--- src/rtl/whack_judge.sv ---
// Whack-a-mole judge: debounces player switches, clears whacked moles and
// reports per-round hit/miss/wrong counts over a valid/ready handshake.
module whack_judge #(
    parameter int N_HOLES  = 8,
    parameter int DB_COUNT = 4
) (
    input  logic               clk,
    input  logic               rst_n,
    input  logic               run,
    input  logic               tick,
    input  logic [N_HOLES-1:0] mole,
    input  logic [N_HOLES-1:0] sw,
    input  logic               sample_en,
    output logic [N_HOLES-1:0] led,
    output logic               res_valid,
    input  logic               res_ready,
    output logic [3:0]         res_hits,
    output logic [3:0]         res_miss,
    output logic [3:0]         res_wrong,
    output logic               overrun
);

    localparam logic [3:0] DB_MAX = 4'(DB_COUNT - 1);

    typedef enum logic [0:0] {StIdle, StPlay} state_e;

    function automatic logic [3:0] popcount(input logic [N_HOLES-1:0] v);
        logic [3:0] c;
        c = '0;
        for (int i = 0; i < N_HOLES; i++) c = c + {3'b000, v[i]};
        return c;
    endfunction

    logic [N_HOLES-1:0] sync1_q, sync2_q, stable_q, toggle_q;
    logic [3:0]         db_cnt_q [N_HOLES];

    state_e             state_q, state_d;
    logic [N_HOLES-1:0] led_q, led_d;
    logic [3:0]         hits_acc_q, hits_acc_d;
    logic [3:0]         wrong_acc_q, wrong_acc_d;

    logic               rec_new;
    logic [3:0]         rec_hits, rec_miss, rec_wrong;

    logic [N_HOLES-1:0] led_after;
    logic [3:0]         hits_after, wrong_after;
    logic [4:0]         wrong_sum;

    logic               res_valid_q, overrun_q;
    logic [3:0]         res_hits_q, res_miss_q, res_wrong_q;

    // Synchronise and debounce switches; toggle_q pulses one clk after the accepting sample.
    always_ff @(posedge clk or negedge rst_n) begin
        if (!rst_n) begin
            sync1_q  <= '0;
            sync2_q  <= '0;
            stable_q <= '0;
            toggle_q <= '0;
            for (int i = 0; i < N_HOLES; i++) db_cnt_q[i] <= '0;
        end else begin
            sync1_q  <= sw;
            sync2_q  <= sync1_q;
            toggle_q <= '0;
            if (sample_en) begin
                for (int i = 0; i < N_HOLES; i++) begin
                    if (sync2_q[i] != stable_q[i]) begin
                        if (db_cnt_q[i] == DB_MAX) begin
                            stable_q[i] <= ~stable_q[i];
                            db_cnt_q[i] <= '0;
                            toggle_q[i] <= 1'b1;
                        end else begin
                            db_cnt_q[i] <= db_cnt_q[i] + 4'd1;
                        end
                    end else begin
                        db_cnt_q[i] <= '0;
                    end
                end
            end
        end
    end

    // Effect of this clk's toggles on the current round, used both mid-round and at close.
    always_comb begin
        led_after  = led_q & ~toggle_q;
        hits_after = hits_acc_q + popcount(toggle_q & led_q);
        wrong_sum  = {1'b0, wrong_acc_q} + {1'b0, popcount(toggle_q & ~led_q)};
        wrong_after = (wrong_sum > 5'd15) ? 4'd15 : wrong_sum[3:0];
    end

    // Round FSM next-state: scoring, LED pattern and record formation.
    always_comb begin
        state_d     = state_q;
        led_d       = led_q;
        hits_acc_d  = hits_acc_q;
        wrong_acc_d = wrong_acc_q;
        rec_new     = 1'b0;
        rec_hits    = '0;
        rec_miss    = '0;
        rec_wrong   = '0;
        unique case (state_q)
            StIdle: begin
                led_d       = '0;
                hits_acc_d  = '0;
                wrong_acc_d = '0;
                if (tick && run) begin
                    state_d = StPlay;
                    led_d   = mole;
                end
            end
            StPlay: begin
                if (!run) begin
                    state_d     = StIdle;
                    led_d       = '0;
                    hits_acc_d  = '0;
                    wrong_acc_d = '0;
                end else begin
                    led_d       = led_after;
                    hits_acc_d  = hits_after;
                    wrong_acc_d = wrong_after;
                    if (tick) begin
                        rec_new     = 1'b1;
                        rec_hits    = hits_after;
                        rec_miss    = popcount(led_after);
                        rec_wrong   = wrong_after;
                        led_d       = mole;
                        hits_acc_d  = '0;
                        wrong_acc_d = '0;
                    end
                end
            end
            default: state_d = StIdle;
        endcase
    end

    // Round state register.
    always_ff @(posedge clk or negedge rst_n) begin
        if (!rst_n) begin
            state_q     <= StIdle;
            led_q       <= '0;
            hits_acc_q  <= '0;
            wrong_acc_q <= '0;
        end else begin
            state_q     <= state_d;
            led_q       <= led_d;
            hits_acc_q  <= hits_acc_d;
            wrong_acc_q <= wrong_acc_d;
        end
    end

    // Result record holding register; a new record always wins over a stalled one.
    always_ff @(posedge clk or negedge rst_n) begin
        if (!rst_n) begin
            res_valid_q <= 1'b0;
            res_hits_q  <= '0;
            res_miss_q  <= '0;
            res_wrong_q <= '0;
            overrun_q   <= 1'b0;
        end else if (rec_new) begin
            res_valid_q <= 1'b1;
            res_hits_q  <= rec_hits;
            res_miss_q  <= rec_miss;
            res_wrong_q <= rec_wrong;
            if (res_valid_q && !res_ready) overrun_q <= 1'b1;
        end else if (res_valid_q && res_ready) begin
            res_valid_q <= 1'b0;
        end
    end

    assign led       = led_q;
    assign res_valid = res_valid_q;
    assign res_hits  = res_hits_q;
    assign res_miss  = res_miss_q;
    assign res_wrong = res_wrong_q;
    assign overrun   = overrun_q;

endmodule

--- config.mk ---
export PLATFORM = sky130hd
export DESIGN_NAME = whack_judge
export DESIGN_NICKNAME = d
export VERILOG_FILES = /design/src/rtl/whack_judge.sv
export SDC_FILE = /design/constraint.sdc
export NUM_CORES = 1
export LEC_CHECK = 0
export ABC_AREA = 1
export CAP_MARGIN = 20
export CORE_MARGIN = 3
export CORE_UTILIZATION = 24
export DETAILED_ROUTE_END_ITERATION = 8
export HOLD_SLACK_MARGIN = 0.08
export SETUP_SLACK_MARGIN = 0.2
export SLEW_MARGIN = 20
export SYNTH_ARGS = -nofsm -noshare
export SYNTH_HDL_FRONTEND = slang
export SYNTH_SLANG_ARGS = --single-unit
--- constraint.sdc ---
create_clock -name clk -period 5.75 [get_ports clk]
set_clock_uncertainty 0.1 [all_clocks]
set_input_delay 0.575 -clock clk [delete_from_list [all_inputs] [get_ports clk]]
set_output_delay 0.575 -clock clk [all_outputs]
set_load 0.02 [all_outputs]
-- Word level (Yosys, flattened, before mapping)
Cells that the tools add are included.
- reduce and logical (&&, ||, !) cells: 14
- equal/unequal tests: 16
- add/subtract/negate cells: 31
- shift operators: 0
- $lt $le $gt $ge: 1
- multiplexer cells: 61
- bitwise logic cells: 14
- multipliers: 0
- div/mod/pow operators: 0
- operators by type and width (kind ; count):
    4-bit two-way mux ; 30
    4-bit by 1-bit adder with 4-bit output ; 12
    4-bit by 1-bit adder with 4-bit output (second input constant) ; 8
    4-bit by 2-bit equality test with 1-bit output (second input constant) ; 8
    8-bit two-way mux ; 4
    8-bit AND ; 3
    3-bit AND reduction ; 8
    1-bit two-way mux ; 23
    8-bit inverter ; 2
    4-bit case mux with 2 select lines ; 2
    8-bit case mux with 2 select lines ; 1
    3-bit by 1-bit adder with 4-bit output ; 3
    2-bit by 1-bit adder with 3-bit output ; 3
    1-bit inverter ; 9
    1-bit inequality test ; 8
    1-bit by 1-bit adder with 2-bit output ; 3
    4-bit by 4-bit adder with 5-bit output ; 1
    5-bit by 4-bit > comparator with 1-bit output (second input constant) ; 1
    4-bit adder ; 1
    1-bit logical AND ; 3
    1-bit case mux with 2 select lines ; 1
    2-bit AND reduction ; 1
    2-bit nonzero test ; 1
    1-bit zero test ; 1
- word-level logic and storage cells: 165
- register bits: 95
- bits in read-only memories: 0
- input bits: 22
- memories: 0
- RAM bits: 0
- output and inout port bits: 22
- bits in latches: 0

-- Longest topological paths before layout
Gate-level depths: netlist of the first run.
- word-level depth: 15
- depth in mapped cells: 15
- depth with buffers taken out: 15

-- Worst setup path after synthesis of the first run
Ideal clock, no wire load.
- kind: reg-to-reg
- start: register led_q[0], in the netlist led[0]
- end: register res_wrong_q[1], in the netlist res_wrong[1]
- cell stages (with the launch flop): 15
- period minus slack after synthesis: 3.577 ns
- setup time: 0.123 ns
- slack: 2.173 ns
- buffers on the path: 0
- required time: 5.527 ns
- data arrival time: 3.354 ns
- cell sequence: dfrtp_1 > nor2_1 > fa_1 > inv_1 > fa_1 > inv_1 > fa_1 > fa_1 > inv_1 > fa_1 > nor2_1 > nor2_2 > inv_1 > o21ai_0 > nand2_1
- word-level cells in the longest chain between the ends: 15
- RTL lines (item ; RTL line ; RTL):
    start, declared ; 38 ; logic [N_HOLES-1:0] led_q, led_d;
    start signal, assigned ; 144 ; led_q <= led_d;
    8-bit inverter * ; 86 ; wrong_sum = {1'b0, wrong_acc_q} + {1'b0, popcount(toggle_q & ~led_q)};
    8-bit AND * ; 86 ;
    1-bit by 1-bit adder with 2-bit output * ; 30 ; for (int i = 0; i < N_HOLES; i++) c = c + {3'b000, v[i]};
    2-bit by 1-bit adder with 3-bit output * ; 30 ;
    3-bit by 1-bit adder with 4-bit output * ; 30 ;
    4-bit by 1-bit adder with 4-bit output * (4 in series) ; 30 ;
    4-bit by 4-bit adder with 5-bit output * ; 86 ;
    5-bit by 4-bit > comparator with 1-bit output ; 87 ; wrong_after = (wrong_sum > 5'd15) ? 4'd15 : wrong_sum[3:0];
    4-bit two-way mux * ; 87 ;
    4-bit two-way mux * ; 120 ; if (tick) begin
    4-bit two-way mux * ; 111 ; if (!run) begin
    4-bit two-way mux * ; 100 ; unique case (state_q)
    end signal, assigned ; 162 ; res_wrong_q <= rec_wrong;
    end, declared ; 50 ; logic [3:0] res_hits_q, res_miss_q, res_wrong_q;
Every way passes the cells marked *; elsewhere a longest branch is shown, timed or not.
A chain may end at the register's enable or synchronous reset.

-- Worst setup path in the final report of the first run
- start: register toggle_q[0]
- end: register res_wrong_q[0], in the netlist res_wrong[0]
- word-level cells in the longest chain between the ends: 14
- RTL lines (item ; RTL line ; RTL):
    start, declared ; 34 ; logic [N_HOLES-1:0] sync1_q, sync2_q, stable_q, toggle_q;
    start signal, assigned ; 58 ; toggle_q <= '0;
    start signal, assigned ; 63 ; toggle_q <= '0;
    start signal, assigned by index ; 70 ; toggle_q[i] <= 1'b1;
    8-bit AND * ; 86 ;
    1-bit by 1-bit adder with 2-bit output * ; 30 ;
    2-bit by 1-bit adder with 3-bit output * ; 30 ;
    3-bit by 1-bit adder with 4-bit output * ; 30 ;
    4-bit by 1-bit adder with 4-bit output * (4 in series) ; 30 ;
    4-bit by 4-bit adder with 5-bit output * ; 86 ;
    5-bit by 4-bit > comparator with 1-bit output ; 87 ;
    4-bit two-way mux * ; 87 ;
    4-bit two-way mux * ; 120 ;
    4-bit two-way mux * ; 111 ;
    4-bit two-way mux * ; 100 ;
Marked as above.

==> impl_metrics.env, run 1 <==
export IMPL_outcome="finished, final reports clean"
export IMPL_core_area_mm2=0.0190
export IMPL_globalRouteOverflowTotal=0
export IMPL_worstMarginPinSlew_ns=0.842
export IMPL_rrSetupSlack_ns=2.13
export IMPL_hpwl_um=6150
export IMPL_nets=607
export IMPL_cp_depth=15
export IMPL_gr_usage_all_layers=0.0848
export IMPL_grt_max_degree=70
export IMPL_synth_top_area_cell="dfrtp_1"
export IMPL_synth_async_reset_ratio=1.00
export IMPL_relSlewSlack=0.439
export IMPL_finalPower_mw=2.02
export IMPL_min_from="sync1_q[7]"
export IMPL_cts_max_path_buffers=2
export IMPL_synth_area_leaders="dfrtp_1, nand2_1, inv_1, fa_1, ha_1"
export IMPL_critPathLaunch="toggle_q[0]"
export IMPL_hold_viol=0
export IMPL_start_util=0.249
export IMPL_cts_made_buffers=9
export IMPL_routed_wl_um=8480
export IMPL_maxSlewViolCount=0
export IMPL_synth_common_cells="nand2_1, dfrtp_1, inv_1"
export IMPL_ys_flop_type="dfrtp_1"
export IMPL_synth_most_common_cell="nand2_1"
export IMPL_layout_min_cycle_time_ns=3.62
export IMPL_synthToLayoutAreaGrowth_pct=21.2
export IMPL_cap_violations=0
export IMPL_cts_tree="built"
export IMPL_synth_fp_nets=557
export IMPL_setup_viol=0
export IMPL_p_leak_nw=2.91
export IMPL_rsz0062_at_grt="no"
export IMPL_worstSkewPairLatency_ns=0.34
export IMPL_avgSynthCellArea_um2=9.49
export IMPL_grt_pass1_vias=3077
export IMPL_final_setup_tns_ns=0
export IMPL_design_area_mm2=0.00574
export IMPL_criticalPathCategory="reg2reg"
export IMPL_rows=50
export IMPL_synth_seq_cells=95
export IMPL_cp_slowest_cell="fa_1"
export IMPL_cp_required_ns=5.88
export IMPL_io_buffers=43
export IMPL_fin_crit_sh=0.630
export IMPL_vias_per_cell=3.83
export IMPL_antenna_found_initial=0
export IMPL_critical_path_arrival_ns=3.75
export IMPL_die_area_mm2=0.0215
export IMPL_die_h_um=146
export IMPL_path_clk_slew_ns=0.06
export IMPL_wl_per_cell_um=10.4
export IMPL_drt_pass1_iter_count=5
export IMPL_die_w_um=146
export IMPL_ir_drop_v=0.000145
export IMPL_path_cells="inv_1, nor2_1, fa_1, inv_1, fa_1, inv_1, fa_1, fa_1, inv_1, fa_1, nor2_1, nor2_2, inv_1, o21ai_0, nand2_1"
export IMPL_synthCells=499
export IMPL_endpoint_kind="flop"
export IMPL_max_stage_delay_ns=0.52
export IMPL_drive_above_1_share=0.0830
export IMPL_pwr_density_cell_mw_per_mm2=352
export IMPL_reg2regPathDepth=15
export IMPL_synth_top_area_frac=0.502
export IMPL_drt_iter0_drc=143
export IMPL_ys_types=28
export IMPL_gp_congestion=0.799
export IMPL_cts_max_level=3
export IMPL_place_area_mm2=0.00544
export IMPL_synth_area_mm2=0.00474
export IMPL_timing_rr_start="toggle_q[0]"
export IMPL_n_fill_cell=2020
export IMPL_cp_num_buf_inv=5
export IMPL_num_antenna_cells=0
export IMPL_hp_class="reg2reg"
export IMPL_drc=0
export IMPL_setup_worst_path_start_class="flop"
export IMPL_hold_path_depth=0
export IMPL_yosysWarnings=0
export IMPL_num_io_pins=44
export IMPL_cp_max_fo=4
export IMPL_clk_root_buffer_cell="clkbuf_16"
export IMPL_grt_pass1_wl_um=14800
export IMPL_cts_resized=0
export IMPL_synth_edff_count=0
export IMPL_crit_family="adder cells"
export IMPL_cts_sink_count=95
export IMPL_fmax_ghz=0.276
export IMPL_seq_area_frac_synth=0.502
export IMPL_vias=3115
export IMPL_ant_nets=0
==> placed cells by master (no fill, tap or decap), types with 2 or more instances in the layout <==
cell type	instances
clkbuf_16	9
nand3_1	28
fa_1	14
dfrtp_1	95
clkbuf_1	2
nor2_1	33
o21ai_0	24
nor2_4	3
a21oi_2	4
o21ai_2	5
o21ai_1	3
nor2_2	2
inv_1	85
inv_2	4
buf_4	3
ha_1	22
nand2_2	3
a21oi_1	8
or2_2	2
nand3_4	4
clkdlybuf4s50_1	42
clkinv_2	3
xor2_1	27
nand2_1	120
==> routing by layer <==
| metal | track usage | up-vias | routed length, um |
|---|---|---|---|
| met5 | 0 | - | 0 |
| met4 | 0.0169 | 0 | 46 |
| met3 | 0.0338 | 5 | 454 |
| li1 | - | 1625 | - |
| met1 | 0.120 | 1429 | 4360 |
| met2 | 0.123 | 56 | 3620 |
==> kinds of logic (layout without fill, tap and decap cells) <==
logic type | after synthesis | after routing | synth area share
DFF | 95 | 95 | 0.502
muxes | 1 | 1 | 0.00317
AOI/OAI and AO/OA | 46 | 46 | 0.0568
xor gates and xnor gates | 28 | 28 | 0.0518
and+or+nand+nor | 196 | 196 | 0.184
buffers and inverters | 97 | 152 | 0.0856
adders and majority gates | 36 | 36 | 0.117
==> registers in the layout (all words and copies together), names as in the netlist, 8 cells and up <==
register / count
db_cnt_q: 32
sync2_q: 8
toggle_q: 8
led: 8
stable_q: 8
sync1_q: 8
==> per-stage QoR <==
| step | worst slack, ns | hold slack, ns | util | instances |
|---|---|---|---|---|
| after floorplan | 2.17 | 0.179 | - | 499 |
| after global placement | 2.17 | 0.233 | 0.286 | 797 |
| final | 2.13 | 0.248 | 0.302 | 814 |
| after CTS | 2.11 | 0.249 | 0.302 | 814 |
| after detailed placement | 2.12 | 0.235 | 0.286 | 797 |
| after global routing | 1.86 | 0.258 | 0.302 | 814 |
==> area by class of cell <==
type | instances | area (um2) | share of cell area
Clock buffer | 12 | 246 | 0.0429
Clock inverter | 4 | 45.0 | 0.00784
Inverter | 90 | 340 | 0.0593
Multi-Input combinational cell | 307 | 1950 | 0.340
Sequential cell | 95 | 2380 | 0.414
Tap cell | 260 | 325 | 0.0567
Timing Repair Buffer | 46 | 453 | 0.0789
==> worst register-to-register path, stage by stage (launching register included) <==
cell and delay [ns]:
dfrtp_1 0.37, inv_1 0.07, nor2_1 0.05, fa_1 0.50, inv_1 0.05, fa_1 0.53, inv_1 0.05, fa_1 0.51
fa_1 0.47, inv_1 0.08, fa_1 0.19, nor2_1 0.07, nor2_2 0.15, inv_1 0.10, o21ai_0 0.15, nand2_1 0.06
==> timing repair <==
action                     in CTS  in global routing
setup endpoints to repair       0                  0
setup buffers                   0                  0
hold buffers                    1                  0
hold endpoints to repair       26                  0
==> path summary, 6_finish.rpt <==
kind,end
setup / recovery,res_wrong[0]
min in group asynchronous,res_wrong[3]
hold reg to reg,sync2_q[7]
setup reg to reg,res_wrong[0]
hold / removal,sync2_q[7]
max in group asynchronous,db_cnt_q[15]
==> report_power, final <==
group / internal, mW / leakage, nW / total [mW] / switching, mW
Combinational: 0.217 / 1.54 / 0.508 / 0.291
Sequential: 0.815 / 1.22 / 0.927 / 0.111
Clock: 0.347 / 0.146 / 0.585 / 0.238
Total: 1.38 / 2.91 / 2.02 / 0.640
No activity file was read; power rests on OpenSTA's default activity.
==> run 2, diff against run 1 <==
- clock period: 5.75 -> 3.3 ns (I/O delays scaled with it)
==> impl_metrics.env, run 2 (synthesis results as in run 1) <==
export IMPL_fmax_ghz=0.301
export IMPL_nets=617
export IMPL_cp_max_fo=4
export IMPL_busiest_layer="met1"
export IMPL_num_io_pins=44
export IMPL_outcome="finished with violations"
export IMPL_drt_pass1_iter_count=4
export IMPL_p_clk_frac=0.313
export IMPL_pwr_density_cell_mw_per_mm2=616
export IMPL_final_core_util=0.312
export IMPL_layout_min_cycle_time_ns=3.32
export IMPL_p_sw_mw=1.14
export IMPL_reg2regPathDepth=15
export IMPL_layout_common_cells="nand2_1, dfrtp_1, inv_1"
export IMPL_vias_per_cell=3.80
export IMPL_die_h_um=146
export IMPL_r2r_end="res_wrong[0]"
export IMPL_hold_viol=0
export IMPL_grt_max_degree=96
export IMPL_drive_above_1_share=0.138
export IMPL_routed_wl_um=8620
export IMPL_maxSlewViolCount=0
export IMPL_p_sw_frac=0.312
export IMPL_p_leak_nw=2.98
export IMPL_gp_congestion=0.764
export IMPL_min_to="sync2_q[3]"
export IMPL_final_common_cell="nand2_1"
export IMPL_setup_viol=7
export IMPL_clk_root_buffer_cell="clkbuf_16"
export IMPL_grt_pass1_wl_um=15000
export IMPL_start_util=0.249
export IMPL_violations="setup timing"
export IMPL_place_area_mm2=0.00554
export IMPL_drc=0
export IMPL_vias=3132
export IMPL_endpoint_kind="flop"
export IMPL_cts_max_path_buffers=2
export IMPL_hold_path_depth=0
export IMPL_grt_met2_usage=0.120
export IMPL_synthToLayoutAreaGrowth_pct=25.2
export IMPL_relSlewSlack=0.578
export IMPL_cts_sink_count=95
export IMPL_timing_final_ws_setup_ns=-0.0249
export IMPL_drt_iter0_drc=142
export IMPL_cp_required_ns=3.43
export IMPL_final_setup_tns_ns=-0.128
export IMPL_antenna_found_initial=0
export IMPL_grt_pass1_vias=3073
export IMPL_wl_per_cell_um=10.5
export IMPL_p_int_mw=2.51
export IMPL_rrSetupSlack_ns=-0.02
export IMPL_globalRouteOverflowTotal=0
export IMPL_rows=50
export IMPL_largest_reg_flops=32
export IMPL_cap_violations=0
export IMPL_hpwl_um=6290
export IMPL_use_met1=0.126
export IMPL_timing_rr_start="toggle_q[0]"
export IMPL_met3_usage=0.0261
export IMPL_fin_crit_sh=1.01
export IMPL_p_seq_frac=0.441
export IMPL_num_antenna_cells=0
export IMPL_hp_class="reg2reg"
export IMPL_cts_max_level=3
export IMPL_design_area_mm2=0.00593
export IMPL_critical_path_arrival_ns=3.45
export IMPL_worstSkewPairLatency_ns=0.34
export IMPL_core_area_mm2=0.0190
export IMPL_min_from="sync1_q[3]"
export IMPL_criticalPathCategory="reg2reg"
export IMPL_regMostFlops="db_cnt_q"
export IMPL_cts_made_buffers=9
export IMPL_cts_tree="built"
export IMPL_ir_drop_v=0.000309
export IMPL_die_w_um=146
export IMPL_worstMarginPinSlew_ns=0.632
export IMPL_die_area_mm2=0.0215
export IMPL_rsz0062_at_grt="yes"
export IMPL_ant_nets=0
export IMPL_path_clk_slew_ns=0.06
export IMPL_io_buffers=43
export IMPL_power_frac_comb=0.246
export IMPL_gr_usage_all_layers=0.0855
export IMPL_setup_worst_path_start_class="flop"
[run 2: cell type report]
cell class / instances / area [um2]
clock buffer: 11 / 253
clock inverter: 5 / 80.1
fill: 1985 / 13100
inverter: 90 / 340
multi-input combinational: 307 / 2010
sequential: 95 / 2380
tap: 260 / 325
timing repair buffer: 56 / 541
[run 2: worst max-delay path by stage]
stage,depth (start not counted),slack [ns],from,endpoint
after CTS,10,-0.05,led[0],res_hits[2]
after detailed placement,15,-0.11,toggle_q[0],res_wrong[0]
final,15,-0.02,toggle_q[0],res_wrong[0]
after global placement,15,-0.06,toggle_q[0],res_wrong[0]
after floorplan,14,-0.001,led[0],res_wrong[0]
after global routing,15,-0.22,toggle_q[0],res_wrong[1]
[run 2: layer usage]
layer	share of wire	routed length (um)	up-vias
li1	-	-	1641
met1	0.53	4590	1421
met2	0.40	3450	59
met3	0.055	476	11
met4	0.011	98	0
met5	0	0	-
[run 2: timing repair]
action	in CTS	in global routing
endpoints found under the hold margin	95	0
pin swaps	3	2
buffers inserted	2	0
endpoints found under the setup margin	15	16
cloned	0	0
gates resized for setup	4	4
hold buffers	1	0
[run 2: metrics by stage]
stage,hold WS (ns),power [mW],setup WS (ns),std cells
detailed placement,0.237,2.54,-0.108,805
global placement,0.234,2.52,-0.0624,805
global route,0.257,3.94,-0.218,824
finish,0.249,3.65,-0.0249,824
floorplan,-0.0656,2.27,-0.00103,499
CTS,0.251,3.70,-0.0477,824
[run 2: worst max-delay path, stage by stage, from the launching register on]
cell and delay [ns]:
dfrtp_1 0.39, inv_2 0.06, nor2_2 0.04, fa_1 0.53, inv_1 0.05, fa_1 0.47, inv_1 0.05, fa_1 0.46
fa_2 0.36, inv_2 0.06, fa_2 0.24, nor2_4 0.05, nor2_4 0.12, inv_2 0.07, o21ai_2 0.12, nand2_1 0.05
[run 2: power by group through the flow]
stage	Combinational [mW]	Sequential [mW]	Clock [mW]
after CTS	0.915	1.61	1.17
after floorplan	0.637	1.63	0
final	0.898	1.61	1.14
after global routing	1.06	1.65	1.22
after global placement	0.887	1.63	0
after detailed placement	0.912	1.63	0
==> run 3, diff against run 2 <==
- HOLD_SLACK_MARGIN: 0.08 -> 0.05
==> results of run 3 <==
Final layout, timing and power as in run 2 (identical DEF).
